--- src/rtl/calc_pkg.sv ---
// Shared definitions for the calculator sequencing controller: state encodings, key codes, counter width.
// Latency: n/a (definitions only).
// Backpressure: n/a (definitions only).
package calc_pkg;

  // State encodings are visible on state_o, so the display mux depends on these exact values.
  typedef enum logic [2:0] {
    ST_ENT_A   = 3'b000,
    ST_ENT_B   = 3'b011,
    ST_CALC    = 3'b010,
    ST_RESULT  = 3'b110
  } state_t;

  localparam logic [3:0] KEY_CLR = 4'hA;
  localparam logic [3:0] KEY_SUB = 4'hB;
  localparam logic [3:0] KEY_ADD = 4'hC;
  localparam logic [3:0] KEY_EQ  = 4'hD;
  localparam logic [3:0] KEY_RCL = 4'hE;
  localparam logic [3:0] KEY_STO = 4'hF;

  // Digit counters; wide enough for MAX_DIGITS up to 15.
  localparam int DIG_CNT_W = 4;

  function automatic logic is_digit(input logic [3:0] k);
    return (k <= 4'd9);
  endfunction

  function automatic logic is_op(input logic [3:0] k);
    return (k == KEY_SUB) || (k == KEY_ADD);
  endfunction

endpackage

--- src/rtl/calc_watchdog.sv ---
// Cycle counter bounding how long the controller waits for the ALU.
// Latency: expire is combinational from the count; it asserts on the TIMEOUT-th enabled cycle after clear.
// Backpressure: none; clr has priority over en, and the count saturates at TIMEOUT-1.
// Ports: clk, rst_n (async, active low), clr (zero the count), en (advance the count),
//        expire (count has reached TIMEOUT-1 while enabled).
module calc_watchdog #(
  parameter int TIMEOUT = 255
) (
  input  logic clk,
  input  logic rst_n,
  input  logic clr,
  input  logic en,
  output logic expire
);

  localparam int CW = $clog2(TIMEOUT + 1);
  localparam logic [CW-1:0] LAST = CW'(TIMEOUT - 1);

  logic [CW-1:0] cnt;

  always_ff @(posedge clk or negedge rst_n) begin
    if (!rst_n) begin
      cnt <= '0;
    end else if (clr) begin
      cnt <= '0;
    end else if (en && (cnt != LAST)) begin
      cnt <= cnt + 1'b1;
    end
  end

  assign expire = en && (cnt == LAST);

endmodule

--- src/rtl/calc_seq_ctrl.sv ---
// Calculator sequencer: turns keypad events into one-cycle datapath strobes and waits on the ALU.
// Latency: every output is registered; strobes appear the cycle after the key is accepted.
// Backpressure: key_ready drops only while in CALC; every key accepted elsewhere is consumed, even if ignored.
// Ports: clk, rst_n; key_valid/key_code/key_ready (keypad handshake); state_o; digit with dig_wr_a/dig_wr_b;
//        clr_all, op_sub, rcl_a, rcl_b, mem_store, res_to_a, alu_start (datapath controls);
//        alu_done (ALU handshake); result_valid, err (status).
module calc_seq_ctrl #(
  parameter int MAX_DIGITS = 4,
  parameter int TIMEOUT    = 255
) (
  input  logic       clk,
  input  logic       rst_n,
  input  logic       key_valid,
  input  logic [3:0] key_code,
  output logic       key_ready,
  output logic [2:0] state_o,
  output logic [3:0] digit,
  output logic       dig_wr_a,
  output logic       dig_wr_b,
  output logic       clr_all,
  output logic       op_sub,
  output logic       rcl_a,
  output logic       rcl_b,
  output logic       mem_store,
  output logic       res_to_a,
  output logic       alu_start,
  input  logic       alu_done,
  output logic       result_valid,
  output logic       err
);
  import calc_pkg::*;

  localparam logic [DIG_CNT_W-1:0] MAXD = DIG_CNT_W'(MAX_DIGITS);

  state_t               state_q, state_d;
  logic [DIG_CNT_W-1:0] cnt_a_q, cnt_a_d, cnt_b_q, cnt_b_d;
  logic                 op_sub_d, err_d;
  logic [3:0]           digit_d;
  logic                 dig_wr_a_d, dig_wr_b_d, clr_all_d, rcl_a_d, rcl_b_d;
  logic                 mem_store_d, res_to_a_d, alu_start_d;
  logic                 accept, in_calc, wd_expire;

  assign accept  = key_valid & key_ready;
  assign in_calc = (state_q == ST_CALC);
  assign state_o = state_q;

  calc_watchdog #(.TIMEOUT(TIMEOUT)) u_watchdog (
    .clk    (clk),
    .rst_n  (rst_n),
    .clr    (!in_calc),
    .en     (in_calc),
    .expire (wd_expire)
  );

  always_comb begin
    state_d     = state_q;
    cnt_a_d     = cnt_a_q;
    cnt_b_d     = cnt_b_q;
    op_sub_d    = op_sub;
    err_d       = err;
    digit_d     = digit;
    dig_wr_a_d  = 1'b0;
    dig_wr_b_d  = 1'b0;
    clr_all_d   = 1'b0;
    rcl_a_d     = 1'b0;
    rcl_b_d     = 1'b0;
    mem_store_d = 1'b0;
    res_to_a_d  = 1'b0;
    alu_start_d = 1'b0;

    if (accept) err_d = 1'b0;

    if (in_calc) begin
      // alu_done is checked first so a done arriving on the expiry cycle is not flagged as an error.
      if (alu_done) begin
        state_d = ST_RESULT;
      end else if (wd_expire) begin
        err_d   = 1'b1;
        state_d = ST_RESULT;
      end
    end else if (accept) begin
      if (key_code == KEY_CLR) begin
        clr_all_d = 1'b1;
        cnt_a_d   = '0;
        cnt_b_d   = '0;
        op_sub_d  = 1'b0;
        state_d   = ST_ENT_A;
      end else begin
        case (state_q)
          ST_ENT_A: begin
            if (is_digit(key_code)) begin
              if (cnt_a_q < MAXD) begin
                dig_wr_a_d = 1'b1;
                digit_d    = key_code;
                cnt_a_d    = cnt_a_q + 1'b1;
              end
            end else if (is_op(key_code)) begin
              op_sub_d = (key_code == KEY_SUB);
              cnt_b_d  = '0;
              state_d  = ST_ENT_B;
            end else if (key_code == KEY_RCL) begin
              rcl_a_d = 1'b1;
              cnt_a_d = MAXD;
            end else if (key_code == KEY_STO) begin
              mem_store_d = 1'b1;
            end
          end
          ST_ENT_B: begin
            if (is_digit(key_code)) begin
              if (cnt_b_q < MAXD) begin
                dig_wr_b_d = 1'b1;
                digit_d    = key_code;
                cnt_b_d    = cnt_b_q + 1'b1;
              end
            end else if (is_op(key_code)) begin
              // Operator may be changed only before any B digit has been entered.
              if (cnt_b_q == '0) op_sub_d = (key_code == KEY_SUB);
            end else if (key_code == KEY_RCL) begin
              rcl_b_d = 1'b1;
              cnt_b_d = MAXD;
            end else if (key_code == KEY_EQ) begin
              if (cnt_b_q != '0) begin
                alu_start_d = 1'b1;
                state_d     = ST_CALC;
              end
            end
          end
          ST_RESULT: begin
            if (is_digit(key_code)) begin
              // A digit after a result starts a fresh calculation with that digit as A.
              clr_all_d  = 1'b1;
              dig_wr_a_d = 1'b1;
              digit_d    = key_code;
              cnt_a_d    = DIG_CNT_W'(1);
              state_d    = ST_ENT_A;
            end else if (is_op(key_code)) begin
              res_to_a_d = 1'b1;
              op_sub_d   = (key_code == KEY_SUB);
              cnt_b_d    = '0;
              state_d    = ST_ENT_B;
            end else if (key_code == KEY_STO) begin
              mem_store_d = 1'b1;
            end
          end
          default: ;
        endcase
      end
    end
  end

  always_ff @(posedge clk or negedge rst_n) begin
    if (!rst_n) begin
      state_q      <= ST_ENT_A;
      cnt_a_q      <= '0;
      cnt_b_q      <= '0;
      op_sub       <= 1'b0;
      err          <= 1'b0;
      digit        <= '0;
      key_ready    <= 1'b1;
      result_valid <= 1'b0;
      dig_wr_a     <= 1'b0;
      dig_wr_b     <= 1'b0;
      clr_all      <= 1'b0;
      rcl_a        <= 1'b0;
      rcl_b        <= 1'b0;
      mem_store    <= 1'b0;
      res_to_a     <= 1'b0;
      alu_start    <= 1'b0;
    end else begin
      state_q      <= state_d;
      cnt_a_q      <= cnt_a_d;
      cnt_b_q      <= cnt_b_d;
      op_sub       <= op_sub_d;
      err          <= err_d;
      digit        <= digit_d;
      key_ready    <= (state_d != ST_CALC);
      result_valid <= (state_d == ST_RESULT);
      dig_wr_a     <= dig_wr_a_d;
      dig_wr_b     <= dig_wr_b_d;
      clr_all      <= clr_all_d;
      rcl_a        <= rcl_a_d;
      rcl_b        <= rcl_b_d;
      mem_store    <= mem_store_d;
      res_to_a     <= res_to_a_d;
      alu_start    <= alu_start_d;
    end
  end

endmodule
--- config.mk ---
export PLATFORM = sky130hd
export DESIGN_NAME = calc_seq_ctrl
export DESIGN_NICKNAME = d
export VERILOG_FILES = /design/src/rtl/calc_pkg.sv /design/src/rtl/calc_watchdog.sv /design/src/rtl/calc_seq_ctrl.sv
export SDC_FILE = /design/constraint.sdc
export NUM_CORES = 1
export LEC_CHECK = 0
export ABC_AREA = 0
export CORE_MARGIN = 5
export CORE_UTILIZATION = 65
export CTS_BUF_LIST = sky130_fd_sc_hd__clkbuf_4 sky130_fd_sc_hd__clkbuf_8
export DETAILED_ROUTE_END_ITERATION = 16
export DONT_BUFFER_PORTS = 1
export PLACE_DENSITY = 0.86
export RECOVER_POWER = 100
export SYNTH_ARGS = -nofsm -noshare
export SYNTH_HDL_FRONTEND = slang
export SYNTH_HIERARCHICAL = 1
export SYNTH_SLANG_ARGS = --single-unit
--- constraint.sdc ---
create_clock -name clk -period 2.5 [get_ports clk]
set_input_delay 0.125 -clock clk [delete_from_list [all_inputs] [get_ports clk]]
set_output_delay 0.125 -clock clk [all_outputs]
set_load 0.005 [all_outputs]
== Yosys cells after proc, flatten, opt, wreduce, memory -nomap -nowiden ==
Cells that the tools add are included.

* Input bits: 8
* Output and inout port bits: 19
* Register bits: 35
* Logic and storage cells: 170

* $lt $le $gt $ge: 3
* Bitwise logic cells: 3
* Reduce and logical (&&, ||, !) cells: 14
* Multiplexer cells: 99
* Add/sub/neg operators: 3
* Equal/unequal tests: 31

{| class="wikitable"
|+ Operators with widths
! kind !! number
|-
| two-way mux 4 bit || 16
|-
| two-way mux 1 bit || 61
|-
| two-way mux 3 bit || 13
|-
| == test 4 bit, second input constant || 6
|-
| inequality test 4 bit, second input constant || 6
|-
| two-way mux 8 bit || 2
|-
| case mux 4 bit (2 select lines) || 2
|-
| AND reduction 8 bit || 2
|-
| inequality test 3 bit, second input constant || 5
|-
| inequality test 2 bit, second input constant || 6
|-
| case mux 4 bit (3 select lines) || 1
|-
| case mux 3 bit (3 select lines) || 1
|-
| AND reduction 9 bit || 1
|-
| nonzero test 3 bit || 3
|-
| adder 4 x 1 -> 4 bit, second input constant || 2
|-
| adder 8 x 1 -> 8 bit, second input constant || 1
|-
| == test 8 bit, second input constant || 1
|-
| less-than comparator 4 x 3 -> 1 bit, second input constant || 2
|-
| inequality test 8 bit, second input constant || 1
|-
| AND reduction 7 bit || 1
|-
| == test 3 x 2 -> 1 bit, second input constant || 2
|-
| == test 3 bit, second input constant || 2
|-
| case mux 1 bit (2 select lines) || 3
|-
| <= comparator 4 bit, second input constant || 1
|-
| 10 further kinds || 12
|}

== Longest topological paths before layout ==
* Depth in word-level cells: 11
* Mapped depth: 8
* Gate-level depth less buffers: 8

== Hierarchy ==
Netlist, hierarchy kept.

{| class="wikitable"
|+ By module, submodules not included
! module !! cells each !! seq. area each (µm²) !! times used !! area an instance (µm²)
|-
| calc_seq_ctrl || 143 || 676.9 || 1 || 1541.5
|-
| calc_watchdog || 47 || 200.2 || 1 || 499.2
|}

== Worst setup path before layout ==
Ideal clock, no wire load.

* Path type: reg2reg
* Start point: register state_q[2], in the netlist state_o[2]
* End point: register cnt_b_q[0]
* Clock period less this slack: 1786 ps
* Required time: 2375 ps
* Path buffers: 1
* Cell stages (with the launch flop): 6
* Slack: 714 ps
* Library setup time: 125 ps
* Arrival time: 1661 ps
* Path through: dfrtp_1 -> buf_2 -> xnor2_1 -> o211ai_1 -> a311oi_4 -> mux2_4

* Cells in the longest elaborated chain, start to end: 4
* Elaborated cells between the ends (all ways): 15
* Those cells by class: 8 x eq/ne; 2 x mux; 1 x bitwise; 4 x reduce/logical

{| class="wikitable"
|+ RTL lines
! element !! RTL line !! RTL
|-
| from (decl) || calc_seq_ctrl.sv:35 || <nowiki>state_t state_q, state_d;</nowiki>
|-
| from (signal assigned) || calc_seq_ctrl.sv:170 || <nowiki>state_q <= state_d;</nowiki>
|-
| == test 3 bit / logical NOT 3 bit (equally long branches) || calc_seq_ctrl.sv:89 || <nowiki>case (state_q)</nowiki>
|-
| OR reduction 2 bit (no line) || n/a ||
|-
| inequality test 3 x 1 -> 1 bit (no line), or another cell as far along || n/a ||
|-
| AND reduction 8 bit (no line) / two-way mux 4 bit (equally long branches) || n/a ||
|-
| to (signal assigned) || calc_seq_ctrl.sv:172 || <nowiki>cnt_b_q <= cnt_b_d;</nowiki>
|-
| to (decl) || calc_seq_ctrl.sv:36 || <nowiki>logic [DIG_CNT_W-1:0] cnt_a_q, cnt_a_d, cnt_b_q, cnt_b_d;</nowiki>
|}

Several ways; a longest one is shown, not always the timed one.
A chain may end at the register's enable or synchronous reset.

== Worst setup path in the final report ==
* Start point: register state_q[1], in the netlist state_o[1]
* End point: register digit[3]

* Cells in the longest elaborated chain, start to end: 3
* Elaborated cells between the ends (all ways): 13
* Those cells by class: 8 x eq/ne; 1 x mux; 1 x bitwise; 3 x reduce/logical

{| class="wikitable"
|+ RTL lines
! element !! RTL line !! RTL
|-
| == test 3 x 2 -> 1 bit || calc_seq_ctrl.sv:44 || <nowiki>assign in_calc = (state_q == ST_CALC);</nowiki>
|-
| named net in_calc || calc_seq_ctrl.sv:41 || <nowiki>logic accept, in_calc, wd_expire;</nowiki>
|-
| NOT 1 bit (no line) || n/a ||
|-
| AND reduction 9 bit (no line) || n/a ||
|-
| to (signal assigned) || calc_seq_ctrl.sv:175 || <nowiki>digit <= digit_d;</nowiki>
|-
| to (decl) || calc_seq_ctrl.sv:17 || <nowiki>output logic [3:0] digit,</nowiki>
|}

The timed path passes the listed nets, and every way through them passes these cells.

==> impl_results.md <==
- DRC violations left: 0
- Internal Power: ~0.0012 W
- Max Clock Freq: 470 MHz
- P&R area growth vs syn: 4.11%
- Depth of the CTS H-tree: 2
- # setup viols final: 0
- Asr flop ratio synth: 100%
- Placed instance count: approximately 230
- CTS resizes: 0
- Worst-skew pair later-pin latency: ~0.34 ns
- Post-CTS Setup Bufs: 0
- Post-Synth Simple-Gate Area: between 20% and 30%
- Slew Limit Fails: 36
- Crit path kind: reg2reg
- Number of max-cap violations: 1
- Die width: about 66 um
- Routed via count: 1598
- Largest family of logic cells by synthesized area: simple AND/OR/NAND/NOR gates
- Clock Skew: 0.0161 ns
- Pleak: slightly above 0.9 nW
- DP HPWL: between 3000 and 4000 um
- Final TNS setup: 0 ns
- Actual slew at the worst max-slew pin: roughly 1.9 ns
- Routed Antenna Nets: 0
- Synth area leader: dfrtp_1
- TritonCTS clock tree: done
- Worst setup margin: between 0.3 and 0.4 ns
- Final min period: ~2.1 ns
- Die height: between 60 and 70 um
- Post-Synth XOR/XNOR Area: 0.858%
- Unique masters post-synth: 66
- EDFF count, synth: 0
- WL final: 4610 um
- Crit end category: flop
- Final instance count without filler cells: 240
- Critical-path maximum fanout: 14
- Mux cell area share after synthesis: approximately 6.1%
- Post-place setup slack: between 0.5 and 0.6 ns
- Storage cell area: a little under 900 sq um
- Hold WC Path Type: in2reg
- #FFs+latches synth: 35
- Fin crit share: 85.2%
- Row Count: 20
- Footprint of the multi-input gates: between 1000 and 1500 sq um
- Netlist Area Pre-Place: roughly 2000 sq um
- Nets: around 210
- Data required, critical path: 2.71 ns
- Core Util, Final: between 70% and 80%
- Pwr/cell area: between 900 and 1000 nW/um^2
- Die area: approximately 4400 sq um
- Sequential Power Share: 45.4%
- Cell Area, Placed: 2040 sq um
- Mean post-synth cell area: approximately 11 sq um
- Rel. slew slack: -23.6%
- Combinational share of power: 39.3%
- Number of global-route vias before repair: 1641
- Number of port buffers: 0
- Most common cell after layout, fill and taps aside: dfrtp_1
- Clock Pin Slew Worst Setup and Hold Paths: around 0.10 ns
- Via density: around 6.7
- Critical Path AT: 2.34 ns
- Failing checks: max-capacitance violations, max-slew violations
- Sw frac: between 40 and 50%
- Post-synthesis cell count: 190
- Starting density of the core: just under 70%
- Initial antenna violation count: 0
- Final-layout fill cell count: about 240
- Total grt overflow: 0
- Clock root buffer: clkbuf_4
- Pin count of the biggest net entering global routing: 36
- Core area: roughly 3000 sq um
- Critical Path Start Type: flop
- Yosys warning count: 6
- Register area share after synthesis: 43.0%
- Final Hold Violating Endpoints: 0
- VDD IR-drop max: 614 uV
- Synth Area in Adders: around 3%
- P_sw: roughly 0.0008 W
- Synth area leaders: dfrtp_1, mux2_1, ha_1
- Synth top area share: 41.7%
- CTS Buf Count: 5
- Clk network pwr share: 15.3%
- Status: complete, but fails checks
- Top FF cell, synth: dfrtp_1
- Complex-gate fraction of the synthesized area: between 10% and 20%
- Unrepaired setup endpoints after global routing: false
- CTS Sinks: 35
- Wire per inst: between 15 and 20 um
- Design area: ~2100 sq um
- Commonest cells after routing, fill and taps aside: dfrtp_1, nor2_1, nor3_1, inv_1
- First-pass GRT wire length: 7770 um
- Detailed Route Iter0 Violations: 128
- CTS Buffer Depth: 2
- N_diodes: 0
- Layout cells sized above 1: 12.8%
- All-Layer GR Usage: a little under a quarter
- DRT Pass-1 Iters: 4
- Synthesized Nets: 203
- Final GP Congestion: 0.984
- Ports: 27
-- state kept, by name, indices dropped and copies added, names as in the netlist, 3 cells and up --
register        cells
cnt_a_q             4
digit               4
u_watchdog/cnt      8
state_o             3
cnt_b_q             4
-- critical path, cell delays in order, from the launching register on --
cell,delay [ns]
dfrtp_1,0.61
or3b_1,0.41
inv_1,0.24
nor2_2,0.15
o2111ai_1,0.23
mux2_1,0.37
-- repair_timing --
| action | CTS | global route |
|---|---|---|
| hold endpoints to repair | 43 | 0 |
| endpoints found under the setup margin | 0 | 0 |
| hold buffers | 7 | 0 |
-- power groups by stage --
stage	logic, W	clock network, W	registers, W
floorplan	0.000697	0	0.000812
global placement	0.000735	0	0.000895
detailed placement	0.000774	0	0.000906
CTS	0.000802	0.000316	0.000894
global route	0.000855	0.000348	0.000916
finish	0.000771	0.000300	0.000890
-- cells in the mapped netlist, types with 3 or more instances --
cell type  number
nand3b_1        4
inv_1           7
a21oi_1         7
nor2_1         12
buf_2           6
nand3_1         3
nor3_1          8
dfrtp_1        34
and3_1          4
ha_1            5
nor2b_1         7
and2_1          3
o211ai_1        8
nand2_1         8
mux2_1          6
a31oi_1         3
-- final timing paths --
path | startpoint | endpoint | slack, ns | cells after the start
max | state_o[1]$_DFF_PN0_ | digit[3]$_DFFE_PN0P_ | 0.37 | 5
min | alu_done | err$_DFF_PN0_ | 0.03 | 2
max reg2reg | state_o[1]$_DFF_PN0_ | digit[3]$_DFFE_PN0P_ | 0.37 | 5
min reg2reg | digit[1]$_DFFE_PN0P_ | digit[1]$_DFFE_PN0P_ | 0.54 | 1
max in group asynchronous | rst_n | cnt_b_q[3]$_DFFE_PN0P_ | 0.60 | 2
min in group asynchronous | rst_n | alu_start$_DFF_PN0_ | 0.83 | 2
-- stage by stage --
step,hold WS [ns],total power (W)
floorplan,-0.171,0.00151
global placement,-0.170,0.00163
detailed placement,-0.170,0.00168
CTS,0.0105,0.00201
global route,0.0126,0.00212
finish,0.0267,0.00196
-- metal layers --
metal	up-vias	share of wire, %	GRT usage, %
li1	729	-	-
met1	776	39	28.8
met2	80	49	38.4
met3	13	8.7	7.31
met4	0	2.6	10.7
met5	-	0	0
-- kinds of logic (layout without fill, tap and decap cells) --
logic type               Yosys count  after routing
AND/OR/NAND/NOR                   73             73
multiplexers                      11             11
buffers and inverters             19             25
flip-flops                        35             35
adder cells (fa/ha/maj)            5              5
AO/OA/AOI/OAI                     45             45
XOR/XNOR                           2              2
-- area by class of cell --
| class | instances | share of cell area [%] |
|---|---|---|
| Tap cell | 44 | 2.59 |
| Inverter | 9 | 1.59 |
| Sequential cell | 35 | 41.3 |
| Multi-Input combinational cell | 136 | 48.5 |
| Timing Repair Buffer | 8 | 3.36 |
| Clock buffer | 7 | 2.47 |
| Clock inverter | 1 | 0.236 |
(Power assumes the default switching activity.)
